[config.mk]
export PLATFORM = sky130hd
export DESIGN_NAME = maptable_recovery_ctrl_flat
export DESIGN_NICKNAME = d
export VERILOG_FILES = /design/src/rtl/maptable_recovery_ctrl_pkg.sv /design/src/rtl/maptable_recovery_ctrl_if.sv /design/src/rtl/maptable_recovery_ctrl_copy_lane_mux.sv /design/src/rtl/maptable_recovery_ctrl.sv /design/src/flat_wrapper.sv
export SDC_FILE = /design/constraint.sdc
export NUM_CORES = 1
export LEC_CHECK = 0
export CAP_MARGIN = 20
export CORE_AREA = 8 8 105 107
export DETAILED_ROUTE_END_ITERATION = 7
export DIE_AREA = 0 0 113 115
export PLACE_DENSITY = 0.78
export SLEW_MARGIN = 20
export SYNTH_ARGS = -nofsm -noshare
export SYNTH_HDL_FRONTEND = slang
export SYNTH_SLANG_ARGS = --single-unit
[constraint.sdc]
create_clock -name i_clk -period 4.75 [get_ports i_clk]
set_clock_uncertainty 0.05 [all_clocks]
set_input_delay 0.7125 -clock i_clk [delete_from_list [all_inputs] [get_ports i_clk]]
set_output_delay 0.7125 -clock i_clk [all_outputs]
set_load 0.01 [all_outputs]
[src/rtl/maptable_recovery_ctrl_pkg.sv]
// Shared definitions for the map-table recovery sequencer: physical tag
// width, architectural register count, default copy width and FSM states.
`ifndef N_ENTRY_ROB
`define N_ENTRY_ROB 32
`endif

package maptable_recovery_ctrl_pkg;

  localparam int ARCH_REGS  = 32;
  localparam int ARCH_IDX_W = 5;
  localparam int PREG_W     = $clog2(`N_ENTRY_ROB + 33);
  localparam int LANES_DEF  = 4;

  typedef enum logic [1:0] {
    ST_IDLE  = 2'd0,
    ST_FLUSH = 2'd1,
    ST_COPY  = 2'd2,
    ST_DONE  = 2'd3
  } rec_state_e;

  // Copy pointer width: one count per group of LANES registers, never below 1 bit.
  function automatic int ptr_width(input int lanes);
    return ((ARCH_IDX_W - $clog2(lanes)) < 1) ? 1 : (ARCH_IDX_W - $clog2(lanes));
  endfunction

endpackage

[src/rtl/maptable_recovery_ctrl_if.sv]
// Recovery handshake and rename-map write bus. The master side is the
// pipeline (retire/ROB/arch map), the slave side is the recovery sequencer.
interface maptable_recovery_ctrl_if
  import maptable_recovery_ctrl_pkg::*;
#(
  parameter int LANES = LANES_DEF
) ();

  logic                              recover_req;
  logic                              flush_done;
  logic [ARCH_REGS-1:0][PREG_W-1:0]  arch_tag;

  logic                              flush_req;
  logic                              dispatch_stall;
  logic                              retire_block;
  logic [LANES-1:0]                  rmt_wr_en;
  logic [LANES-1:0][ARCH_IDX_W-1:0]  rmt_wr_idx;
  logic [LANES-1:0][PREG_W-1:0]      rmt_wr_tag;
  logic                              recover_done;
  logic                              busy;

  modport master (
    output recover_req, flush_done, arch_tag,
    input  flush_req, dispatch_stall, retire_block,
           rmt_wr_en, rmt_wr_idx, rmt_wr_tag, recover_done, busy
  );

  modport slave (
    input  recover_req, flush_done, arch_tag,
    output flush_req, dispatch_stall, retire_block,
           rmt_wr_en, rmt_wr_idx, rmt_wr_tag, recover_done, busy
  );

endinterface

[src/rtl/maptable_recovery_ctrl_copy_lane_mux.sv]
// maptable_copy_lane_mux: purely combinational selector that presents the
// LANES architectural tags of copy group ptr, with their register indices.
// Also used by the checkpoint logic, so it carries no state.
module maptable_copy_lane_mux
  import maptable_recovery_ctrl_pkg::*;
#(
  parameter int LANES = LANES_DEF,
  parameter int PTR_W = ptr_width(LANES)
) (
  input  logic [ARCH_REGS-1:0][PREG_W-1:0]  i_arch_tag,
  input  logic [PTR_W-1:0]                  i_ptr,
  output logic [LANES-1:0][ARCH_IDX_W-1:0]  o_idx,
  output logic [LANES-1:0][PREG_W-1:0]      o_tag
);

  localparam int LOG_L = $clog2(LANES);

  logic [ARCH_IDX_W-1:0] w_base;

  // First register index of the group is ptr*LANES.
  assign w_base = ARCH_IDX_W'(i_ptr) << LOG_L;

  for (genvar l = 0; l < LANES; l++) begin : g_lane
    assign o_idx[l] = w_base + ARCH_IDX_W'(l);
    assign o_tag[l] = i_arch_tag[o_idx[l]];
  end

endmodule

[src/rtl/maptable_recovery_ctrl.sv]
// Recovery sequencer: on a mispredict/exception it stalls dispatch, blocks
// retirement, requests a ROB/RS purge, then copies the architectural map
// into the rename map LANES entries per cycle and pulses recover_done.
module maptable_recovery_ctrl
  import maptable_recovery_ctrl_pkg::*;
#(
  parameter int LANES = LANES_DEF
) (
  input  logic                    i_clk,
  input  logic                    i_rst_n,
  maptable_recovery_ctrl_if.slave bus
);

  localparam int               PTR_W    = ptr_width(LANES);
  localparam int               GROUPS   = ARCH_REGS / LANES;
  localparam logic [PTR_W-1:0] LAST_PTR = PTR_W'(GROUPS - 1);
  localparam logic [PTR_W-1:0] PTR_ONE  = PTR_W'(1);
  localparam logic [PTR_W-1:0] PTR_ZERO = PTR_W'(0);

  rec_state_e       r_state;
  logic [PTR_W-1:0] r_ptr;
  logic             r_flush_req;
  logic             r_dispatch_stall;
  logic             r_retire_block;
  logic             r_busy;
  logic             r_done;
  logic [LANES-1:0] r_wr_en;

  logic [LANES-1:0][ARCH_IDX_W-1:0] w_mux_idx;
  logic [LANES-1:0][PREG_W-1:0]     w_mux_tag;
  logic [LANES-1:0][ARCH_IDX_W-1:0] w_wr_idx;
  logic [LANES-1:0][PREG_W-1:0]     w_wr_tag;

  maptable_copy_lane_mux #(
    .LANES (LANES),
    .PTR_W (PTR_W)
  ) u_lane_mux (
    .i_arch_tag (bus.arch_tag),
    .i_ptr      (r_ptr),
    .o_idx      (w_mux_idx),
    .o_tag      (w_mux_tag)
  );

  // Recovery FSM; outputs are registered as the decode of the state being entered.
  always_ff @(posedge i_clk or negedge i_rst_n) begin
    if (!i_rst_n) begin
      r_state          <= ST_IDLE;
      r_ptr            <= PTR_ZERO;
      r_flush_req      <= 1'b0;
      r_dispatch_stall <= 1'b0;
      r_retire_block   <= 1'b0;
      r_busy           <= 1'b0;
      r_done           <= 1'b0;
      r_wr_en          <= {LANES{1'b0}};
    end else begin
      case (r_state)
        ST_IDLE: begin
          // Retirement in this same cycle still commits: retire_block rises only after this edge.
          if (bus.recover_req) begin
            r_state          <= ST_FLUSH;
            r_flush_req      <= 1'b1;
            r_dispatch_stall <= 1'b1;
            r_retire_block   <= 1'b1;
            r_busy           <= 1'b1;
          end else begin
            r_state          <= ST_IDLE;
            r_flush_req      <= 1'b0;
            r_dispatch_stall <= 1'b0;
            r_retire_block   <= 1'b0;
            r_busy           <= 1'b0;
          end
          r_ptr   <= PTR_ZERO;
          r_done  <= 1'b0;
          r_wr_en <= {LANES{1'b0}};
        end
        ST_FLUSH: begin
          if (bus.flush_done) begin
            r_state     <= ST_COPY;
            r_flush_req <= 1'b0;
            r_wr_en     <= {LANES{1'b1}};
          end else begin
            r_state     <= ST_FLUSH;
            r_flush_req <= 1'b1;
            r_wr_en     <= {LANES{1'b0}};
          end
          r_ptr            <= PTR_ZERO;
          r_dispatch_stall <= 1'b1;
          r_retire_block   <= 1'b1;
          r_busy           <= 1'b1;
          r_done           <= 1'b0;
        end
        ST_COPY: begin
          if (r_ptr == LAST_PTR) begin
            r_state        <= ST_DONE;
            r_ptr          <= PTR_ZERO;
            r_wr_en        <= {LANES{1'b0}};
            r_retire_block <= 1'b0;
            r_done         <= 1'b1;
          end else begin
            r_state        <= ST_COPY;
            r_ptr          <= r_ptr + PTR_ONE;
            r_wr_en        <= {LANES{1'b1}};
            r_retire_block <= 1'b1;
            r_done         <= 1'b0;
          end
          r_flush_req      <= 1'b0;
          r_dispatch_stall <= 1'b1;
          r_busy           <= 1'b1;
        end
        ST_DONE: begin
          r_state          <= ST_IDLE;
          r_ptr            <= PTR_ZERO;
          r_flush_req      <= 1'b0;
          r_dispatch_stall <= 1'b0;
          r_retire_block   <= 1'b0;
          r_busy           <= 1'b0;
          r_done           <= 1'b0;
          r_wr_en          <= {LANES{1'b0}};
        end
        default: begin
          r_state          <= ST_IDLE;
          r_ptr            <= PTR_ZERO;
          r_flush_req      <= 1'b0;
          r_dispatch_stall <= 1'b0;
          r_retire_block   <= 1'b0;
          r_busy           <= 1'b0;
          r_done           <= 1'b0;
          r_wr_en          <= {LANES{1'b0}};
        end
      endcase
    end
  end

  // Lane index/tag are forced to zero on lanes that are not writing.
  always_comb begin
    w_wr_idx = {(LANES*ARCH_IDX_W){1'b0}};
    w_wr_tag = {(LANES*PREG_W){1'b0}};
    for (int l = 0; l < LANES; l++) begin
      if (r_wr_en[l]) begin
        w_wr_idx[l] = w_mux_idx[l];
        w_wr_tag[l] = w_mux_tag[l];
      end else begin
        w_wr_idx[l] = {ARCH_IDX_W{1'b0}};
        w_wr_tag[l] = {PREG_W{1'b0}};
      end
    end
  end

  assign bus.flush_req      = r_flush_req;
  assign bus.dispatch_stall = r_dispatch_stall;
  assign bus.retire_block   = r_retire_block;
  assign bus.busy           = r_busy;
  assign bus.recover_done   = r_done;
  assign bus.rmt_wr_en      = r_wr_en;
  assign bus.rmt_wr_idx     = w_wr_idx;
  assign bus.rmt_wr_tag     = w_wr_tag;

endmodule

[src/flat_wrapper.sv]
// flat-port wrapper written by rule: the top's interface ports become plain ports
module maptable_recovery_ctrl_flat import maptable_recovery_ctrl_pkg::*;
#(
  parameter int LANES = LANES_DEF
)
  (i_clk, i_rst_n, bus_recover_req, bus_flush_done, bus_arch_tag, bus_flush_req, bus_dispatch_stall, bus_retire_block, bus_rmt_wr_en, bus_rmt_wr_idx, bus_rmt_wr_tag, bus_recover_done, bus_busy);
  maptable_recovery_ctrl_if #(.LANES(LANES)) bus_i ();
  input  logic i_clk;
  input  logic i_rst_n;
  input wire logic [$bits(bus_i.recover_req)-1:0] bus_recover_req;
  input wire logic [$bits(bus_i.flush_done)-1:0] bus_flush_done;
  input wire logic [$bits(bus_i.arch_tag)-1:0] bus_arch_tag;
  output wire logic [$bits(bus_i.flush_req)-1:0] bus_flush_req;
  output wire logic [$bits(bus_i.dispatch_stall)-1:0] bus_dispatch_stall;
  output wire logic [$bits(bus_i.retire_block)-1:0] bus_retire_block;
  output wire logic [$bits(bus_i.rmt_wr_en)-1:0] bus_rmt_wr_en;
  output wire logic [$bits(bus_i.rmt_wr_idx)-1:0] bus_rmt_wr_idx;
  output wire logic [$bits(bus_i.rmt_wr_tag)-1:0] bus_rmt_wr_tag;
  output wire logic [$bits(bus_i.recover_done)-1:0] bus_recover_done;
  output wire logic [$bits(bus_i.busy)-1:0] bus_busy;
  assign bus_i.recover_req = bus_recover_req;
  assign bus_i.flush_done = bus_flush_done;
  assign bus_i.arch_tag = bus_arch_tag;
  assign bus_flush_req = bus_i.flush_req;
  assign bus_dispatch_stall = bus_i.dispatch_stall;
  assign bus_retire_block = bus_i.retire_block;
  assign bus_rmt_wr_en = bus_i.rmt_wr_en;
  assign bus_rmt_wr_idx = bus_i.rmt_wr_idx;
  assign bus_rmt_wr_tag = bus_i.rmt_wr_tag;
  assign bus_recover_done = bus_i.recover_done;
  assign bus_busy = bus_i.busy;
  maptable_recovery_ctrl #(.LANES(LANES)) u_core (.i_clk(i_clk), .i_rst_n(i_rst_n), .bus(bus_i));
endmodule
# Word-level counts from Yosys, hierarchy flattened
# Index checks and enable logic that the tools add are counted.
# W data, S select, Z words.
# totals
register_bits	13
wordCells	57
in_bits	228
out_inout_bits	57
# op_classes
n_mux	33
n_reduce_logical	5
magnitude_cmp	4
eq_ne	4
add_sub_neg	4
# op_table
operator	count
$bmux W7 S5	3
$mux W7	8
$lt A5 B6 Y1 const B	4
$bmux W7 S3	1
$mux W5	4
$pmux W4 S3	1
$add A5 B2 Y5 const B	2
$mux W4	2
$pmux W2 S4	1
$mux W1	6
$pmux W1 S3	2
$pmux W3 S2	1
$reduce_or A2 Y1	3
$add A5 B1 Y5 const B	1
$eq A2 B2 Y1 const B	2
$pmux W1 S4	1
$add A3 B1 Y3 const B	1
$eq A3 B3 Y1 const B	1
$mux W3	1
$reduce_or A3 Y1	1
$eq A2 B1 Y1 const B	1
$logic_not A2 Y1	1
$mux W2	1
$pmux W1 S2	1

# Longest topological paths before layout
# depth
depth_word	4
depth_mapped	5
ltp_nobuf	5

# Cells and area by module
# From an unflattened synthesis, not the netlist that was laid out.
# hier_totals
cells_unflattened	215
area_unflattened_um2	2662.6
# modules_own_cells
mod	seq_area_each_um2	area_per_inst_um2	cells_per_inst	instances
maptable_copy_lane_mux	0.0	1856.8	121	1
maptable_recovery_ctrl	250.2	805.8	94	1

# Worst setup path after synthesis
# No wires, ideal clock.
# synth_path
kind	input -> output
startpoint	in bus_arch_tag[168]
endpoint	out bus_rmt_wr_tag[0]
t_arrival_ns	1.380
t_required_ns	3.988
n_path_buf	0
setup_slack_ns	2.608
path_stages	3
path_cell_list	mux4_2 > o22ai_1 > nor2_1
# synth_between
elab_chain_cells	3
# synth_rtl
element	line	text
from (decl)	flat_wrapper.sv:12	input wire logic [$bits(bus_i.arch_tag)-1:0] bus_arch_tag;
$bmux W7 S3	maptable_recovery_ctrl_copy_lane_mux.sv:25	assign o_tag[l] = i_arch_tag[o_idx[l]];
$mux W7 (implied by the code)	maptable_recovery_ctrl_copy_lane_mux.sv:25	
$mux W7	maptable_recovery_ctrl.sv:139	if (r_wr_en[l]) begin
to (decl)	flat_wrapper.sv:18	output wire logic [$bits(bus_i.rmt_wr_tag)-1:0] bus_rmt_wr_tag;
# Every way passes these cells. The select of a mux whose other input is x is not followed.

# Worst setup path in the final report
# layout_path
startpoint	reg u_core.r_ptr[2]
endpoint	out bus_rmt_wr_tag[12]
# layout_between
elab_chain_cells	4
# layout_rtl
element	line	text
from (decl)	maptable_recovery_ctrl.sv:21	logic [PTR_W-1:0] r_ptr;
from (signal assigned)	maptable_recovery_ctrl.sv:101	r_ptr <= r_ptr + PTR_ONE;
$add A5 B1 Y5	maptable_recovery_ctrl_copy_lane_mux.sv:24	assign o_idx[l] = w_base + ARCH_IDX_W'(l);
$bmux W7 S5	maptable_recovery_ctrl_copy_lane_mux.sv:25	
$mux W7 (implied by the code)	maptable_recovery_ctrl_copy_lane_mux.sv:25	
$mux W7	maptable_recovery_ctrl.sv:139	
# Every way passes these cells. The select of a mux whose other input is x is not followed.

==> metrics.txt <==
vias in the first global route 3307; final slew viol count 0; final count of negative-setup-slack endpoints 0; final net count 735; Max-slew headroom 40.94%; cell count after synthesis 254; last weighted congestion value of the routability-driven placer 0.8250; post-route minimum period 3.531 ns; number of max-cap violations 0; worst skew pair latency 0.24 ns; initial antenna violation count 1; Hold Path Class flop to flop; remaining antenna violation count 0; mean routed wirelength per cell 22.15 um; number of library cell types mapped by synthesis 23; library cell occupying the most area in the post-synthesis netlist mux4_2; CP endpoint kind output pin; hold path startpoint u_core.r_state[0]; R2R depth 5; arrival time worst endpoint 2.77 ns; top post-synthesis cells by area mux4_2, mux2_2, dfrtp_1; leakage power summed over all cells 1.832 nW; slew at the pin closest to its max-slew limit 0.8859 ns; ys async rst share 100.0%; maximum level of the CTS H-tree 1; core box area 9459 um^2; # rows 36; number of instances on the worst hold path 1; detailed placer's ending HPWL 11430 um; Via density 5.023; final std cells w/o fill 616; Reg2Reg Setup Slack 2.96 ns; ordered list of cells on the worst path buf_4 > mux2_2 > o21ai_0 > nor2_1 > clkdlybuf4s50_1; relative area change from synthesis to final layout 113.7%; total setup buffers inserted after CTS 0; most used flip-flop cell after synthesis dfrtp_1; Sinks on Clock Net 10; utilization of the core after routing 54.83%; number of flip-flops and latches in the synthesized netlist 10; number of placed instances, taps included 611; worst reg2reg path startpoint u_core.r_ptr[1]; number of detailed-route iterations in the first pass 4; Top Ports 285; post-cts hold buffer count 0; area of all placed cells without fillers 5186 um^2; proportion of layout cells with a drive suffix above 1 15.17%; Syn Std Cell Area 2427 um^2; Final Hold Viols 0; die extent in y 115 um; Slowest-stage cell, CP dfrtp_4; syn_area_per_cell 9.556 um^2; number of enable-type register cells in the synthesized netlist 0; power density cells 198.3 nW/um^2; maximum clock insertion buffer count 2; count of cells resized by post-cts repair 0; share of the clock period used by the worst path after layout 74.34%; biggest cell delay along the critical path 0.98 ns; TritonCTS clock tree yes; Die X-Extent 113 um; leading cell type in the layout, fill and taps excluded clkdlybuf4s50_1; remaining global-route overflow 0; Initial Utilization 25.66%; number of filler instances in the final layout 861; TNS Setup 0 ns; Post-DP Area 5127 um^2; peak clock frequency supported by timing 283.2 MHz; drt initial violations 176; CP Max Fanout 65; wire length of the first global-routing pass 19880 um; worst reg2reg path endpoint u_core.bus.retire_block; crit path launch type flop; required time of the critical path 3.99 ns; RSZ-0062 raised after global routing false; total detailed-routing wirelength 13650 um; clock root buffer clkbuf_8; number of buffers inserted during clock tree synthesis 3; Warnings, synthesis 0; most frequent cells in the layout clkdlybuf4s50_1, mux2_2, o21ai_0; run status finished clean; detailed-route via count 3094; IO buf count 280; GRT Total Usage 19.60%; Die Area 13000 um^2; sequential area share after synthesis 10.31%; area share of the leading cell type in the synthesized netlist 25.98%; maximum number of pins on one net before global-route repair 66; DRC violations left 0; clock-pin slew of the registers on the worst-case setup and hold paths 0.05 ns; Setup CP Type flop to output pin; maximum vdd drop 0.2278 mV
## kinds of logic after synthesis
group | share of synthesized area, %
compound gates | 14.12
mux | 51.96
simple gates | 8.248
other cells | 0.1545
fa+ha+maj | 2.577
buf+inv | 12.63
flops | 10.31
## worst max-delay path, delay by kind of cell (launching register included)
kind / cells / cell delay [ns]
compound gates: 1 / 0.19
flops: 1 / 0.98
mux: 1 / 0.36
simple gates: 1 / 0.08
buf+inv: 2 / 0.86
## worst max-delay path by stage
stage	to	cells after the start	start	slack, ns
finish	bus_rmt_wr_tag[12]	5	u_core.r_ptr[2]	1.22
global route	bus_rmt_wr_tag[10]	5	u_core.r_ptr[1]	1.02
detailed placement	bus_rmt_wr_tag[6]	5	u_core.r_ptr[1]	1.49
floorplan	bus_rmt_wr_tag[0]	3	bus_arch_tag[168]	2.61
CTS	bus_rmt_wr_tag[6]	5	u_core.r_ptr[1]	1.23
global placement	bus_rmt_wr_tag[24]	5	u_core.r_ptr[1]	1.52
## cell usage after synthesis (4+ instances only)
library cell / count
mux2_1: 21
ha_1: 5
inv_1: 4
o21ai_0: 31
nand2_1: 5
dfrtp_1: 10
and2_1: 5
buf_2: 14
clkbuf_1: 4
mux2_2: 35
mux4_2: 28
nor2_1: 30
o22ai_1: 28
buf_4: 23
## power breakdown
part	leakage (nW)	total [mW]	switching (mW)	internal, mW
clock network	0.0288	0.107	0.0338	0.0729
registers	0.126	0.176	0.0659	0.110
logic	1.68	0.746	0.280	0.466
## routing by layer
layer	routed length (um)	share of wire [%]	GRT usage, %	vias up
met5	13	0.095	0	-
met4	237	1.7	4.085	2
met3	1341	9.8	6.092	17
met2	7054	52	36.11	176
met1	5000	37	21.66	1456
li1	-	-	-	1443
## area by class of cell
| type | count | area [um^2] | share of cell area, % |
|---|---|---|---|
| Antenna cell | 1 | 2.502 | 0.04825 |
| Sequential cell | 10 | 256.5 | 4.946 |
| Multi-Input combinational cell | 199 | 1882 | 36.28 |
| Clock buffer | 4 | 55.05 | 1.062 |
| Inverter | 4 | 15.01 | 0.2895 |
| Timing Repair Buffer | 284 | 2833 | 54.62 |
| Tap cell | 114 | 142.6 | 2.750 |
## sequential cells by signal (all words and copies together), names as in the netlist, named ones only
register,count
u_core.r_ptr,3
u_core.bus.dispatch_stall,1
u_core.bus.flush_req,1
u_core.bus.recover_done,1
u_core.bus.retire_block,1
u_core.bus.rmt_wr_en,1
u_core.r_state,1
## through the flow
step           total power [mW]  setup WS [ns]  hold slack, ns
4_1_cts                   1.038          1.226          0.5018
5_1_grt                   1.098          1.021          0.5510
3_3_place_gp             0.9135          1.522          0.4580
3_5_place_dp             0.9260          1.486          0.4977
2_1_floorplan            0.4934          2.608          0.3669
6_report                  1.029          1.219          0.5077
Note: power is estimated with default switching activity, not from simulation.
